<file path="src/rtl/ram_dma.sv">
// Single-port RAM DMA engine: ascending word copy, plus constant fill when RAM_DMA_FILL_EN is defined.
// RAM port outputs are registered, decoded from the next state so they line up with each state.
module ram_dma (
    input  logic        CLK,
    input  logic        RESETN,
    input  logic        START,
    input  logic [7:0]  SRC,
    input  logic [7:0]  DST,
    input  logic [8:0]  LEN,
`ifdef RAM_DMA_FILL_EN
    input  logic        FILL,
    input  logic [15:0] PATTERN,
`endif
    output logic        BUSY,
    output logic        DONE,
    output logic [7:0]  MEM_ADDRESS,
    output logic        MEM_LOAD,
    output logic [15:0] MEM_IN,
    input  logic [15:0] MEM_OUT
);
    localparam int unsigned AW = 8;
    localparam int unsigned DW = 16;
    localparam int unsigned CW = 9;

    typedef enum logic [1:0] {
        IDLE  = 2'd0,
        READ  = 2'd1,
        WRITE = 2'd2,
        FIN   = 2'd3
    } state_t;

    state_t        state_q, state_d;
    logic [AW-1:0] src_q, src_d;
    logic [AW-1:0] dst_q, dst_d;
    logic [CW-1:0] cnt_q, cnt_d;
    logic [DW-1:0] data_q, data_d;
`ifdef RAM_DMA_FILL_EN
    logic          fill_q, fill_d;
    logic [DW-1:0] pat_q, pat_d;
`endif
    logic          busy_d, done_d, load_d;
    logic [AW-1:0] addr_d;
    logic [DW-1:0] wdata_d;

    // Next-state, datapath and next-output decode
    always_comb begin
        state_d = state_q;
        src_d   = src_q;
        dst_d   = dst_q;
        cnt_d   = cnt_q;
        data_d  = data_q;
`ifdef RAM_DMA_FILL_EN
        fill_d  = fill_q;
        pat_d   = pat_q;
`endif
        busy_d  = 1'b0;
        done_d  = 1'b0;
        load_d  = 1'b0;
        addr_d  = AW'(0);
        wdata_d = DW'(0);

        case (state_q)
            IDLE: begin
                if (START) begin
                    src_d = SRC;
                    dst_d = DST;
                    cnt_d = LEN;
`ifdef RAM_DMA_FILL_EN
                    fill_d = FILL;
                    pat_d  = PATTERN;
`endif
                    if (LEN == CW'(0))
                        state_d = FIN;
`ifdef RAM_DMA_FILL_EN
                    else if (FILL)
                        state_d = WRITE;
`endif
                    else
                        state_d = READ;
                end
            end
            READ: begin
                data_d  = MEM_OUT;
                state_d = WRITE;
            end
            WRITE: begin
                src_d = src_q + AW'(1);
                dst_d = dst_q + AW'(1);
                cnt_d = cnt_q - CW'(1);
                if (cnt_d == CW'(0))
                    state_d = FIN;
`ifdef RAM_DMA_FILL_EN
                else if (fill_q)
                    state_d = WRITE;
`endif
                else
                    state_d = READ;
            end
            FIN:     state_d = IDLE;
            default: state_d = IDLE;
        endcase

        // Port values for the state being entered
        case (state_d)
            READ: begin
                busy_d = 1'b1;
                addr_d = src_d;
            end
            WRITE: begin
                busy_d = 1'b1;
                load_d = 1'b1;
                addr_d = dst_d;
`ifdef RAM_DMA_FILL_EN
                wdata_d = fill_d ? pat_d : data_d;
`else
                wdata_d = data_d;
`endif
            end
            FIN:     done_d = 1'b1;
            default: ;
        endcase
    end

    always_ff @(posedge CLK or negedge RESETN) begin
        if (!RESETN) begin
            state_q     <= IDLE;
            src_q       <= AW'(0);
            dst_q       <= AW'(0);
            cnt_q       <= CW'(0);
            data_q      <= DW'(0);
`ifdef RAM_DMA_FILL_EN
            fill_q      <= 1'b0;
            pat_q       <= DW'(0);
`endif
            BUSY        <= 1'b0;
            DONE        <= 1'b0;
            MEM_LOAD    <= 1'b0;
            MEM_ADDRESS <= AW'(0);
            MEM_IN      <= DW'(0);
        end else begin
            state_q     <= state_d;
            src_q       <= src_d;
            dst_q       <= dst_d;
            cnt_q       <= cnt_d;
            data_q      <= data_d;
`ifdef RAM_DMA_FILL_EN
            fill_q      <= fill_d;
            pat_q       <= pat_d;
`endif
            BUSY        <= busy_d;
            DONE        <= done_d;
            MEM_LOAD    <= load_d;
            MEM_ADDRESS <= addr_d;
            MEM_IN      <= wdata_d;
        end
    end
endmodule

</file>
<file path="config.mk">
export PLATFORM = sky130hd
export DESIGN_NAME = ram_dma
export DESIGN_NICKNAME = d
export VERILOG_FILES = /design/src/rtl/ram_dma.sv
export SDC_FILE = /design/constraint.sdc
export NUM_CORES = 1
export LEC_CHECK = 0
export CORE_ASPECT_RATIO = 1.2
export CORE_UTILIZATION = 49
export DETAILED_ROUTE_END_ITERATION = 8
export GPL_TIMING_DRIVEN = 0
export HOLD_SLACK_MARGIN = 0.05
export PLACE_DENSITY = 0.81
export SETUP_SLACK_MARGIN = 0.05
export SLEW_MARGIN = 25
export SYNTH_ARGS = -nofsm -noshare
export SYNTH_HDL_FRONTEND = slang
export SYNTH_SLANG_ARGS = --single-unit
</file>
<file path="constraint.sdc">
create_clock -name CLK -period 2.5 [get_ports CLK]
set_clock_uncertainty 0.1 [all_clocks]
set_input_delay 0.5 -clock CLK [delete_from_list [all_inputs] [get_ports CLK]]
set_output_delay 0.5 -clock CLK [all_outputs]
set_load 0.1 [all_outputs]
</file>
==> metrics.md, run 1 <==
| Metric | Value |
|---|---|
| CP Cell Sequence | clkdlybuf4s50_1 |
| Detail Route Antenna Nets | 0 |
| Top Ports | 71 |
| Endpoints failing setup | 0 |
| Syn avg cell area | 8.97 um2 |
| Hold slack | 0.116 ns |
| Initial core utilization | 50.7% |
| Clock buffer count from CTS | 5 |
| Vias in the first global route | 2602 |
| Routability Congestion | 0.961 |
| Most frequent cells in the layout | clkdlybuf4s50_1 (69), dfrtp_1 (52), nor2_1 (45), a21oi_1 (36), nand2_1 (18) |
| Buf/Inv on CP | 1 |
| Area growth, synth to finish | 32.7% |
| Post-Synthesis Cells | 318 |
| Setup ws final | 0.116 ns |
| CTS H-Tree Depth | 2 |
| Tcrit/Tclk final | 95.4% |
| Antenna diodes | 0 |
| Startpoint types | flop |
| Placed Instance Area | 3630 um2 |
| Most common cell after layout, fill and taps aside | clkdlybuf4s50_1 |
| Async S/R FF share, synth | 100% |
| Total vias in the final route | 2698 |
| CP Data Required Time | 1.90 ns |
| CTS tree | done |
| Die X | 71.7 um |
| Max_cap viols | 0 |
| Worst Max-Slew Pin Slew | 0.984 ns |
| Synth warnings | 0 |
| Status | complete, no violations |
| Root buf cell | clkbuf_8 |
| Area occupied by multi-input gates | 1390 um2 |
| RSZ-0062 raised after global routing | no |
| GRT Residual Overflow | 0 |
| Clock transition at path regs | 0.09 ns |
| Drt total wl | 7330 um |
| Area leader, netlist | dfrtp_1 |
| Crit Path Category | flop to output pin |
| Die Height | 85.6 um |
| Synth cell types | 49 |
| Sequential Area | 1350 um2 |
| DR pass1 iterations | 4 |
| Hold-fix buffer count after cts | 0 |
| Ys flop type | dfrtp_1 |
| CP peak stage delay | 1.14 ns |
| Share of layout cells above drive strength 1 | 6.82% |
| VDD IR max | 0.500 mV |
| CTS max path bufs | 2 |
| Detailed-route DRC error count | 0 |
| Number of synthesized flops with an enable pin | 0 |
| Worst-path fanout max | 1 |
| GRT Total Usage | 25.5% |
| Synth top area cells | dfrtp_1 (47%), a21oi_1 (6.3%), nor2_1 (5.9%), and2_1 (3.5%), o22ai_1 (3.1%) |
| DR iter-0 viols | 247 |
| Met2 Resource Use GR | 41.8% |
| Largest net degree at the start of global routing | 55 |
| Seq/Total Area, Yosys | 47.4% |
| Relative slew slack | 34.2% |
| Detail Placement HPWL | 5310 um |
| DR vias/cell | 5.87 |
| Filler instances | 453 |
| Crit. End Element | output pin |
| Syn_nets | 366 |
| Post-route cell area | 3790 um2 |
| Critical Path AT | 1.78 ns |
| Post-DR wirelength/cell | 15.9 um |
| Clock latency at the later pin of the worst-skew pair | 0.30 ns |
| Pwr Total | 3.93 mW |
| Full die area | 6130 um2 |
| Buffers on Ports | 70 |
| Initial antenna violation count | 0 |
| Final nets | 444 |
| Reg2Reg Setup Slack | 0.15 ns |
| Synthesized area | 2850 um2 |
| Slew Limit Fails | 0 |
| Clock sinks | 54 |
| Hold Path Class | primary input to async pin |
| Worst path slowest cell | clkdlybuf4s50_1 |
| Final min period | 2.38 ns |
| M1 GR Usage | 30.4% |
| Cell Pwr Density | 1040 nW/um2 |
| First-pass GRT wire length | 12100 um |
| Synth top area share | 47.4% |
| Fmax | 419 MHz |
| Core area | 5630 um2 |
| GR Util met3 | 7.05% |
| Pre-CTS WS | -0.231 ns |
| Static leakage | 1.56 nW |
| CP top delay family | buffers and inverters |
| Cell Rows | 30 |
| Final Hold Fails | 0 |
| GRT busiest layer | met2 |
| Post-synthesis sequential element count | 54 |
## worst paths after layout
kind                                start        endpoint  depth (start not counted)
setup / recovery           MEM_ADDRESS[3]  MEM_ADDRESS[3]                          1
hold / removal                     RESETN        cnt_q[4]                          1
setup reg to reg                 cnt_q[1]  MEM_ADDRESS[4]                          8
hold reg to reg                  dst_q[1]  MEM_ADDRESS[1]                          1
max in group asynchronous          RESETN        cnt_q[1]                          1
min in group CLK                 dst_q[1]  MEM_ADDRESS[1]                          1
## layer usage
layer | wire [um] | part of all wire [%] | vias to the layer above
met2 | 3570 | 49 | 140
li1 | - | - | 1276
met3 | 728 | 9.9 | 18
met1 | 2800 | 38 | 1264
met5 | 0 | 0 | -
met4 | 232 | 3.2 | 0
## cells by family (layout without fill, tap and decap cells)
kind of cell    count (synthesis)  count (layout)  synth area share (%)
fa+ha+maj                       4               4                  1.75
compound gates                 93              93                  20.5
flops                          54              54                  47.4
xor+xnor                        4               4                  1.23
buf+inv                        32             110                  4.78
mux                             7               7                  2.50
simple gates                  124             124                  21.8
## where the power goes
part	switching, mW	total [mW]	leakage, nW	internal [mW]
logic	1.26	1.97	0.818	0.702
registers	0.243	1.37	0.686	1.13
clock network	0.268	0.588	0.0573	0.320
total	1.77	3.93	1.56	2.15
## synthesized netlist by cell type (all sizes together) (3+ instances only)
master  count
a21oi      36
a22oi       4
a32o        7
and2       16
and4        3
buf         8
clkbuf     16
dfrtp      54
ha          4
inv         7
mux2i       6
nand2      18
nand2b      6
nand3      12
nor2       45
nor2b       6
nor3        4
nor4        3
o21ai      16
o22ai      14
## sequential cells by signal, summed over array words and instances, names as in the netlist, 2 cells and up
| name | cells |
|---|---|
| MEM_ADDRESS | 8 |
| cnt_q | 9 |
| dst_q | 8 |
| src_q | 8 |
| state_q | 2 |
| MEM_IN | 16 |
## stage by stage
stage               util, %  setup TNS, ns  std cells
global route           67.2              0        460
finish                 67.2              0        460
floorplan                 -              0        318
detailed placement     64.5          -2.22        452
global placement       64.5         -43.72        452
CTS                    66.6              0        459
## repair_timing
action / CTS / global route
endpoints found under the hold margin: 0 / 0
setup endpoints to repair: 7 / 22
gates resized for setup: 3 / 12
setup buffers: 0 / 1
## layout make-up
| class | instances | area share [%] |
|---|---|---|
| buffer | 24 | 2.91 |
| clock buffer | 6 | 2.18 |
| clock inverter | 1 | 0.793 |
| inverter | 8 | 0.793 |
| multi-input combinational | 232 | 36.8 |
| sequential | 54 | 35.8 |
| tap | 64 | 2.12 |
| timing repair buffer | 71 | 18.6 |
(Power assumes the default switching activity.)
==> run 2: changes to the inputs <==
--- a/config.mk
+++ b/config.mk
@@ -6,11 +6,11 @@
 export NUM_CORES = 1
 export LEC_CHECK = 0
 export CORE_ASPECT_RATIO = 1.2
-export CORE_UTILIZATION = 49
+export CORE_UTILIZATION = 44
 export DETAILED_ROUTE_END_ITERATION = 8
 export GPL_TIMING_DRIVEN = 0
 export HOLD_SLACK_MARGIN = 0.05
-export PLACE_DENSITY = 0.81
+export PLACE_DENSITY = 0.76
 export SETUP_SLACK_MARGIN = 0.05
 export SLEW_MARGIN = 25
 export SYNTH_ARGS = -nofsm -noshare
==> constraint.sdc (replaced) <==
create_clock -name CLK -period 1.9 [get_ports CLK]
set_clock_uncertainty 0.1 [all_clocks]
set_input_delay 0.38 -clock CLK [delete_from_list [all_inputs] [get_ports CLK]]
set_output_delay 0.38 -clock CLK [all_outputs]
set_load 0.1 [all_outputs]
==> metrics.md, run 2 (synthesis gave the netlist of run 1 again) <==
| Metric | Value |
|---|---|
| Antenna diodes | 0 (unchanged) |
| Pre-CTS WS | -0.766 ns (-0.535 ns) |
| CP peak stage delay | 0.43 ns (-0.71 ns) |
| Vias in the first global route | 2715 (+4.3%) |
| Max_cap viols | 0 (unchanged) |
| Buffers on Ports | 70 (unchanged) |
| GRT Residual Overflow | 0 (unchanged) |
| Most frequent cells in the layout | dfrtp_1 (52), nor2_1 (45), clkdlybuf4s50_1 (41), a21oi_1 (35), clkdlybuf4s15_2 (27) |
| Crit. End Element | flop |
| Crit Path Category | flop to flop |
| CP startpoint | cnt_q[0] |
| Final nets | 451 (+1.6%) |
| CP Data Required Time | 2.01 ns (+0.11 ns) |
| CTS H-Tree Depth | 2 (unchanged) |
| Setup ws final | -0.360 ns (-0.475 ns) |
| Worst-path fanout max | 9 (+8) |
| Top reg by flops | MEM_IN |
| CTS max path bufs | 2 (unchanged) |
| Detail Placement HPWL | 5580 um (+5.1%) |
| Post-route non-filler standard cell count | 486 (+5.7%) |
| Placed Instance Area | 3670 um2 (+1.1%) |
| Share of layout cells above drive strength 1 | 19.8% (+13 points) |
| CP Cell Sequence | inv_2 -> ha_4 -> or3b_4 -> o31ai_4 -> nand4_1 -> or2_1 -> buf_6 -> a32o_1 |
| Status | finished, violations left |
| Top Ports | 71 (unchanged) |
| Clock transition at path regs | 0.11 ns (+0.02 ns) |
| Clock sinks | 54 (unchanged) |
| DR pass1 iterations | 5 (+1) |
| Post-route cell area | 3970 um2 (+4.9%) |
| Startpoint types | flop |
| Hold Path Class | flop to flop |
| Drt total wl | 7930 um (+8.2%) |
| Fmax | 443 MHz |
| Cell Pwr Density | 1320 nW/um2 (+27%) |
| CTS tree | done |
| Worst Max-Slew Pin Slew | 0.698 ns (-0.286 ns) |
| Post-DR wirelength/cell | 16.3 um (+2.4%) |
| Detailed-route DRC error count | 0 (unchanged) |
| Pwr Total | 5.24 mW (+33%) |
| Tcrit/Tclk final | 119% |
| Routability Congestion | 0.923 (-4.0%) |
| DP Cell Count | 470 (+4.0%) |
| Max FFs per register | 16 (unchanged) |
| Full die area | 6810 um2 (+11%) |
| Final min period | 2.26 ns |
| GRT Total Usage | 25.0% (-0.47 points) |
| Total vias in the final route | 2714 (+0.59%) |
| Core area | 6130 um2 (+8.8%) |
| Hold slack | 0.494 ns (+0.377 ns) |
| Largest net degree at the start of global routing | 55 (unchanged) |
| Cell Rows | 31 (+3.3%) |
| Final Hold Fails | 0 (unchanged) |
| Setup TNS | -3.22 ns (-3.22 ns) |
| Worst path slowest cell | dfrtp_2 |
| Slew Limit Fails | 0 (unchanged) |
| Origin of the critical flop-to-flop path | cnt_q[0] |
| First-pass GRT wire length | 12900 um (+6.8%) |
| Die Height | 90.2 um (+5.4%) |
| DR iter-0 viols | 200 (-19%) |
| Clock buffer count from CTS | 5 (unchanged) |
| CP top delay family | simple AND/OR/NAND/NOR gates |
| RSZ-0062 raised after global routing | yes |
| Area growth, synth to finish | 39.3% |
| Initial antenna violation count | 0 (unchanged) |
| Most common cell after layout, fill and taps aside | dfrtp_1 |
| Buf/Inv on CP | 2 (+1) |
| Fin util | 64.8% (-2.4 points) |
| Detail Route Antenna Nets | 0 (unchanged) |
| Endpoints failing setup | 11 (+11) |
| VDD IR max | 0.792 mV (+58%) |
| Failing checks | setup timing |
| Critical Path AT | 2.37 ns (+0.59 ns) |
| Initial core utilization | 46.5% (-4.1 points) |
| Largest regs | MEM_IN x16, cnt_q x9 |
| HP Start | dst_q[5] |
| Root buf cell | clkbuf_8 |
| Die X | 75.5 um (+5.4%) |
| Reg2Reg Setup Slack | -0.36 ns (-0.51 ns) |
| Clock latency at the later pin of the worst-skew pair | 0.32 ns (+0.02 ns) |
| Relative slew slack | 53.5% (+19 points) |
| Static leakage | 1.65 nW (+5.6%) |
| DR vias/cell | 5.58 (-4.8%) |
run 2: cell types whose count changed in the layout (fill, tap and decap cells not counted), moves of 2 or more:
cell and change:
clkbuf_1 -6, buf_1 -4, nor4_1 -2, buf_2 +5, clkdlybuf4s15_2 +27, clkdlybuf4s50_1 -28
clkbuf_4 +4, buf_4 +6
run 2: layout make-up:
| type | count | area (um2) |
|---|---|---|
| multi-input combinational | 232 | 1460 |
| inverter | 8 | 31.3 |
| clock inverter | 3 | 25.0 |
| sequential | 54 | 1350 |
| fill | 527 | 2160 |
| clock buffer | 5 | 68.8 |
| timing repair buffer | 78 | 797 |
| buffer | 24 | 133 |
| tap | 82 | 103 |
run 2: worst paths after layout:
check	to	depth (start not counted)
hold / removal	MEM_ADDRESS[5]	2
hold reg to reg	MEM_ADDRESS[5]	2
setup reg to reg	MEM_ADDRESS[2]	8
min in group asynchronous	state_q[0]	2
max in group asynchronous	cnt_q[0]	2
setup / recovery	MEM_ADDRESS[2]	8
run 2: worst min-delay path, cell delays in order (launching register included):
cell	delay (ns)
dfrtp_1	0.43
nand2_1	0.06
o21ai_0	0.07
run 2: timing repair:
action,in CTS,in global routing
setup buffers,5,2
setup endpoints to repair,59,25
pin swaps,1,3
hold buffers,1,0
hold endpoints to repair,54,0
resized for setup,110,8
run 2: where the power goes:
part	internal (mW)	total [mW]	leakage, nW	switching (mW)
clock network	0.267	0.677	0.0447	0.410
logic	1.00	2.77	0.918	1.77
registers	1.49	1.79	0.686	0.308
total	2.75	5.24	1.65	2.49
run 2: routing by layer:
metal | wire (um) | up-vias | part of all wire [%] | GRT usage [%]
met2 | 3770 | 132 | 48 | 39.4
li1 | - | 1302 | - | -
met3 | 711 | 23 | 9.0 | 6.95
met4 | 253 | 0 | 3.2 | 10.3
met5 | 0 | - | 0 | 0
met1 | 3190 | 1257 | 40 | 31.6
